===== config.mk =====
export PLATFORM = sky130hd
export DESIGN_NAME = sn_uart_txn_ctrl
export DESIGN_NICKNAME = d
export VERILOG_FILES = /design/src/rtl/sn_uart_txn_ctrl.sv
export SDC_FILE = /design/constraint.sdc
export NUM_CORES = 1
export LEC_CHECK = 0
export CAP_MARGIN = 15
export CELL_PAD_IN_SITES_DETAIL_PLACEMENT = 0
export CELL_PAD_IN_SITES_GLOBAL_PLACEMENT = 1
export CORE_ASPECT_RATIO = 2
export CORE_UTILIZATION = 41
export DETAILED_ROUTE_END_ITERATION = 6
export PLACE_DENSITY = 0.84
export SYNTH_ARGS = -nofsm -noshare
export SYNTH_HDL_FRONTEND = slang
export SYNTH_SLANG_ARGS = --single-unit

===== constraint.sdc =====
create_clock -name clk -period 2 [get_ports clk]
set_input_delay 0.6 -clock clk [delete_from_list [all_inputs] [get_ports clk]]
set_output_delay 0.6 -clock clk [all_outputs]
set_load 0.01 [all_outputs]

===== src/rtl/sn_uart_txn_ctrl.sv =====
// Request/response transaction sequencer between host io logic and the sn_uart_tx/sn_uart_rx pair.
// Optional framing-fault retry is enabled by defining SN_UART_RETRY_EN.

module sn_uart_txn_ctrl #(
    parameter int P_MAX_CMD_BYTES = 4,
    parameter int P_MAX_RSP_BYTES = 4,
    parameter int P_TIMEOUT_CLKS  = 100000,
    parameter int P_MAX_RETRIES   = 2
) (
    input  logic                                 clk,
    input  logic                                 rst,
    input  logic                                 req_valid,
    output logic                                 req_ready,
    input  logic [8*P_MAX_CMD_BYTES-1:0]         req_cmd,
    input  logic [$clog2(P_MAX_CMD_BYTES+1)-1:0] req_cmd_len,
    input  logic [$clog2(P_MAX_RSP_BYTES+1)-1:0] req_rsp_len,
    output logic                                 tx_start,
    output logic [7:0]                           tx_word,
    input  logic                                 tx_done,
    output logic                                 rx_enable,
    output logic                                 rx_clr,
    input  logic [7:0]                           received_word,
    input  logic                                 rx_done,
    input  logic                                 rx_active,
    output logic                                 rsp_valid,
    output logic [8*P_MAX_RSP_BYTES-1:0]         rsp_data,
    output logic [1:0]                           rsp_err,
    output logic                                 busy
);

    // state   | meaning
    // IDLE    | waiting for a host request, req_ready high
    // TX_LOAD | present next command byte, pulse tx_start
    // TX_WAIT | waiting for tx_done or timeout
    // RX_ARM  | pulse rx_enable for the next response byte
    // RX_WAIT | waiting for rx_done, framing fault or timeout
    // DONE    | pulse rsp_valid with final status

    localparam int CW  = $clog2(P_MAX_CMD_BYTES + 1);
    localparam int RW  = $clog2(P_MAX_RSP_BYTES + 1);
    localparam int TW  = (P_TIMEOUT_CLKS > 1) ? $clog2(P_TIMEOUT_CLKS) : 1;
    localparam int RTW = (P_MAX_RETRIES > 0) ? $clog2(P_MAX_RETRIES + 1) : 1;

`ifdef SN_UART_RETRY_EN
    localparam int RETRY_LIMIT = P_MAX_RETRIES;
`else
    localparam int RETRY_LIMIT = 0;
`endif

    localparam logic [TW-1:0] TO_LAST = TW'(P_TIMEOUT_CLKS - 1);

    typedef enum logic [2:0] {
        S_IDLE,
        S_TX_LOAD,
        S_TX_WAIT,
        S_RX_ARM,
        S_RX_WAIT,
        S_DONE
    } state_t;

    state_t                       state;
    logic [8*P_MAX_CMD_BYTES-1:0] cmd_q;
    logic [8*P_MAX_CMD_BYTES-1:0] cmd_sh;
    logic [CW-1:0]                cmd_len_q;
    logic [CW-1:0]                tx_rem;
    logic [RW-1:0]                rsp_len_q;
    logic [RW-1:0]                rx_idx;
    logic [TW-1:0]                to_cnt;
    logic [RTW-1:0]               retries;
    logic                         rx_active_q;

    logic [CW-1:0] cmd_len_c;
    logic [RW-1:0] rsp_len_c;
    logic          accept;
    logic          frame_fault;
    logic          to_hit;

    assign cmd_len_c   = (req_cmd_len > CW'(P_MAX_CMD_BYTES)) ? CW'(P_MAX_CMD_BYTES) : req_cmd_len;
    assign rsp_len_c   = (req_rsp_len > RW'(P_MAX_RSP_BYTES)) ? RW'(P_MAX_RSP_BYTES) : req_rsp_len;
    assign req_ready   = (state == S_IDLE);
    assign busy        = (state != S_IDLE);
    assign accept      = req_valid & req_ready;
    assign frame_fault = rx_active_q & ~rx_active & ~rx_done;
    assign to_hit      = (to_cnt == TO_LAST);

    always_ff @(posedge clk or negedge rst) begin
        if (!rst) begin
            state       <= S_IDLE;
            cmd_q       <= '0;
            cmd_sh      <= '0;
            cmd_len_q   <= '0;
            tx_rem      <= '0;
            rsp_len_q   <= '0;
            rx_idx      <= '0;
            to_cnt      <= '0;
            retries     <= '0;
            rx_active_q <= 1'b0;
            tx_start    <= 1'b0;
            tx_word     <= '0;
            rx_enable   <= 1'b0;
            rx_clr      <= 1'b0;
            rsp_valid   <= 1'b0;
            rsp_data    <= '0;
            rsp_err     <= '0;
        end else begin
            tx_start    <= 1'b0;
            rx_enable   <= 1'b0;
            rx_clr      <= 1'b0;
            rsp_valid   <= 1'b0;
            rx_active_q <= rx_active;

            case (state)
                S_IDLE: begin
                    if (accept) begin
                        cmd_q     <= req_cmd;
                        cmd_sh    <= req_cmd;
                        cmd_len_q <= cmd_len_c;
                        tx_rem    <= cmd_len_c;
                        rsp_len_q <= rsp_len_c;
                        rx_idx    <= '0;
                        rsp_data  <= '0;
                        rsp_err   <= 2'b00;
                        retries   <= '0;
                        if (cmd_len_c != '0)
                            state <= S_TX_LOAD;
                        else if (rsp_len_c != '0)
                            state <= S_RX_ARM;
                        else
                            state <= S_DONE;
                    end
                end

                S_TX_LOAD: begin
                    tx_word  <= cmd_sh[7:0];
                    tx_start <= 1'b1;
                    to_cnt   <= '0;
                    state    <= S_TX_WAIT;
                end

                S_TX_WAIT: begin
                    if (tx_done) begin
                        cmd_sh <= cmd_sh >> 8;
                        tx_rem <= tx_rem - CW'(1);
                        if (tx_rem != CW'(1)) begin
                            state <= S_TX_LOAD;
                        end else begin
                            rx_idx <= '0;
                            state  <= (rsp_len_q != '0) ? S_RX_ARM : S_DONE;
                        end
                    end else if (to_hit) begin
                        rsp_err <= 2'b01;
                        state   <= S_DONE;
                    end else begin
                        to_cnt <= to_cnt + TW'(1);
                    end
                end

                S_RX_ARM: begin
                    rx_enable <= 1'b1;
                    to_cnt    <= '0;
                    state     <= S_RX_WAIT;
                end

                S_RX_WAIT: begin
                    // A completed byte beats a fault or timeout seen in the same cycle.
                    if (rx_done) begin
                        for (int k = 0; k < P_MAX_RSP_BYTES; k++) begin
                            if (rx_idx == RW'(k))
                                rsp_data[8*k +: 8] <= received_word;
                        end
                        rx_idx <= rx_idx + RW'(1);
                        state  <= (rx_idx == rsp_len_q - RW'(1)) ? S_DONE : S_RX_ARM;
                    end else if (frame_fault) begin
                        if (retries < RTW'(RETRY_LIMIT)) begin
                            retries  <= retries + RTW'(1);
                            rx_clr   <= 1'b1;
                            cmd_sh   <= cmd_q;
                            tx_rem   <= cmd_len_q;
                            rx_idx   <= '0;
                            rsp_data <= '0;
                            state    <= (cmd_len_q != '0) ? S_TX_LOAD : S_RX_ARM;
                        end else begin
                            rsp_err <= 2'b10;
                            state   <= S_DONE;
                        end
                    end else if (to_hit) begin
                        rsp_err <= 2'b01;
                        rx_clr  <= 1'b1;
                        state   <= S_DONE;
                    end else begin
                        to_cnt <= to_cnt + TW'(1);
                    end
                end

                S_DONE: begin
                    rsp_valid <= 1'b1;
                    state     <= S_IDLE;
                end

                default: state <= S_IDLE;
            endcase
        end
    end

endmodule


==> impl_metrics.tcl <==
set metrics [dict create \
    cp-end-kind "flop" \
    synth-async-reset-ratio_pct 100 \
    wire_per_inst_um 16.6 \
    crit_required_ps 2220 \
    die_height_um 160 \
    tritoncts "yes" \
    synth.distinct_cells 51 \
    power_density_nw_per_um2 1350 \
    setup_viol 0 \
    grt_start_max_net_pins 45 \
    postCtsSetupRepairBufs 0 \
    numCtsBuffers 9 \
    status "complete, no violations" \
    cts_buffer_depth 2 \
    final_cells 746 \
    seq_area_um2 2700 \
    yosys.area.top_type "dfrtp_1" \
    layout_common_cells "dfrtp_1 (108), clkdlybuf4s50_1 (96), nand2_1 (49)" \
    crit_chain "buf_12 -> or3b_4 -> nor3_4 -> buf_6 -> nor2_4 -> buf_4 -> o31ai_2 -> o31ai_1" \
    total_power_mw 9.44 \
    path_max_fanout 22 \
    grtUsageTotal_pct 21.1 \
    worst-setup-path-type "flop to flop" \
    root_buffer "clkbuf_16" \
    fill_cells 1041 \
    dpl.cell_count 730 \
    p_seq_share_pct 35.2 \
    syn_inst 462 \
    route.detailed.drc 0 \
    synth_top_area_share_pct 52.9 \
    fin_tns_setup_ps 0 \
    synth-edff-count 0 \
    drive_gt1_share_pct 20.7 \
    multi_input_area_um2 2290 \
    critical_path_arrival_ps 2130 \
    clk_latency_ps 350 \
    via_per_inst 5.42 \
    cts.clk_slew.worst_paths_ps 80 \
    post-dp-hpwl_um 9470 \
    dieArea_um2 12900 \
    fp.dieW_um 80.9 \
    tightest_slew_ps 590 \
    row_count 57 \
    cts_max_level 3 \
    leakage_nw 3.14 \
    fin_nets 656 \
    grt_pass1_vias 4345 \
    synth_seq_cells 108 \
    synthFlopType "dfrtp_1" \
    pin_count 100 \
    final_util_pct 57.8 \
    final_common_cell "dfrtp_1" \
    p_switching_mw 3.38 \
    p_clk_share_pct 18.2 \
    place_congestion 0.820 \
    ir_drop_mv 0.951 \
    p_sw_share_pct 35.7 \
    ctsHoldBuffers 0 \
    fin_skew_ps 8.51 \
    cp-start-kind "flop" \
    period_needed_ps 1910 \
    combPwrFrac_pct 46.6 \
    ys_warn_count 0 \
    antennaDiodeCount 0 \
    fmax_ghz 0.523 \
    antenna_found_initial 0 \
    yosys-top-cells-area "dfrtp_1 (53%), mux2_2 (8.8%), mux2i_1 (4.9%)" \
    drt_wl_total_um 12400 \
    firstDrtPassIters 5 \
    final_max_slew_viol_count 0 \
    reg2regPathDepth 8 \
    drt_iter0_drc 174 \
    grt_pass1_wl_um 20800 \
    initial_core_util_pct 42.1 \
    cts_sinks 108 \
    cpPeakStageDelay_ps 410 \
    grt.overflow.total 0 \
    holdCritPathClass "input port to async pin" \
    internal-power_mw 6.07 \
    syn_area_um2 5110 \
    syn-num-nets 524 \
    seq_area_frac_synth_pct 52.9 \
    io_buffers 99 \
    slew_headroom_pct 60.4 \
    syn_area_per_cell_um2 11.1 \
    rsz0062_at_grt "false" \
    area_growth_pct 37.3 \
    cap_violations 0 \
    postRouteAntennaNets 0 \
    vias 4045 \
    period_share_pct 95.7 \
    report.final.hold_viol_count 0 \
    coreArea_um2 12100 \
    slowest_stage "or3b_4" \
]
-- cell usage after synthesis, drive strengths merged (3+ instances only) --
library cell,number
ha,10
mux2i,25
nand3,8
inv,13
mux2,40
nor2,20
xnor2,5
dfrtp,108
nor2b,4
o21ai,43
nand2b,4
a21oi,12
nand2,49
or3,3
buf,11
o211ai,3
and2,11
and4,3
nand4,3
nor4,3
a31oi,3
nand3b,3
and3,8
nor3b,4
nor3,9
xor2,6
a22o,8
clkbuf,14
o2111ai,5
o31ai,5
-- cell families (layout without fill, tap and decap cells) --
group,after synthesis,in the layout,synth area share [%]
XOR/XNOR,11,11,1.89
AND/OR/NAND/NOR,138,138,14.0
flip-flops,108,108,52.9
buffers and inverters,38,175,3.33
AO/OA/AOI/OAI,92,92,11.7
adder cells (fa/ha/maj),10,10,2.45
multiplexers,65,65,13.7
-- flip-flops by register name (all words and copies together), names as in the netlist, 2 cells and up --
| register | cells |
|---|---|
| cmd_sh | 32 |
| rsp_data | 32 |
| to_cnt | 17 |
| tx_word | 8 |
| rsp_len_q | 3 |
| rx_idx | 3 |
| state | 3 |
| tx_rem | 3 |
| rsp_err | 2 |
-- timing repair --
action / CTS / global route
resized for setup: 6 / 15
pin swaps: 0 / 1
endpoints found under the setup margin: 2 / 15
-- metal layers --
| layer | vias to the layer above | part of all wire, % | global-route usage, % |
|---|---|---|---|
| li1 | 1906 | - | - |
| met1 | 2012 | 35 | 21.5 |
| met2 | 106 | 59 | 39.4 |
| met3 | 21 | 3.4 | 3.83 |
| met4 | 0 | 2.6 | 9.74 |
| met5 | - | 0 | 0 |
-- through the flow --
stage | setup WS [ps] | hold slack [ps] | instance area (um^2)
4_1_cts | -8.65 | 156 | 6980
5_1_grt | 0.791 | 166 | 7010
3_5_place_dp | -325 | 468 | 6690
6_report | 86.5 | 153 | 7010
2_1_floorplan | 28.3 | 304 | 5110
3_3_place_gp | -243 | 457 | 6690
-- power groups by stage --
| stage | logic (mW) | clock network [mW] | registers, mW |
|---|---|---|---|
| floorplan | 2.27 | 0 | 3.36 |
| global route | 4.85 | 1.86 | 3.41 |
| CTS | 4.41 | 1.76 | 3.32 |
| finish | 4.40 | 1.72 | 3.32 |
| detailed placement | 4.40 | 0 | 3.36 |
| global placement | 4.26 | 0 | 3.31 |
-- worst paths after layout --
path                       startpoint         end  slack [ps]
min in group clk           cmd_sh[14]  cmd_sh[14]         480
setup reg to reg             state[2]   to_cnt[3]          90
hold / removal                    rst  cmd_sh[22]         150
hold reg to reg            cmd_sh[14]  cmd_sh[14]         480
max in group asynchronous         rst   to_cnt[5]        1280
setup / recovery             state[2]   to_cnt[3]          90
-- final cells by class --
class	instances	share of cell area, %
clock buffers	10	3.26
clock inverters	6	0.856
inverters	13	0.696
multi-input cells	316	32.7
flip-flops and latches	108	38.5
well taps	147	2.62
repair buffers	146	21.4
-- worst max-delay path, delay by kind of cell, from the launching register on --
family,cells,cell delay (ps)
compound gates,2,340
buf+inv,3,460
flops,1,390
simple gates,3,590
Power figures use the tool's default switching activity.
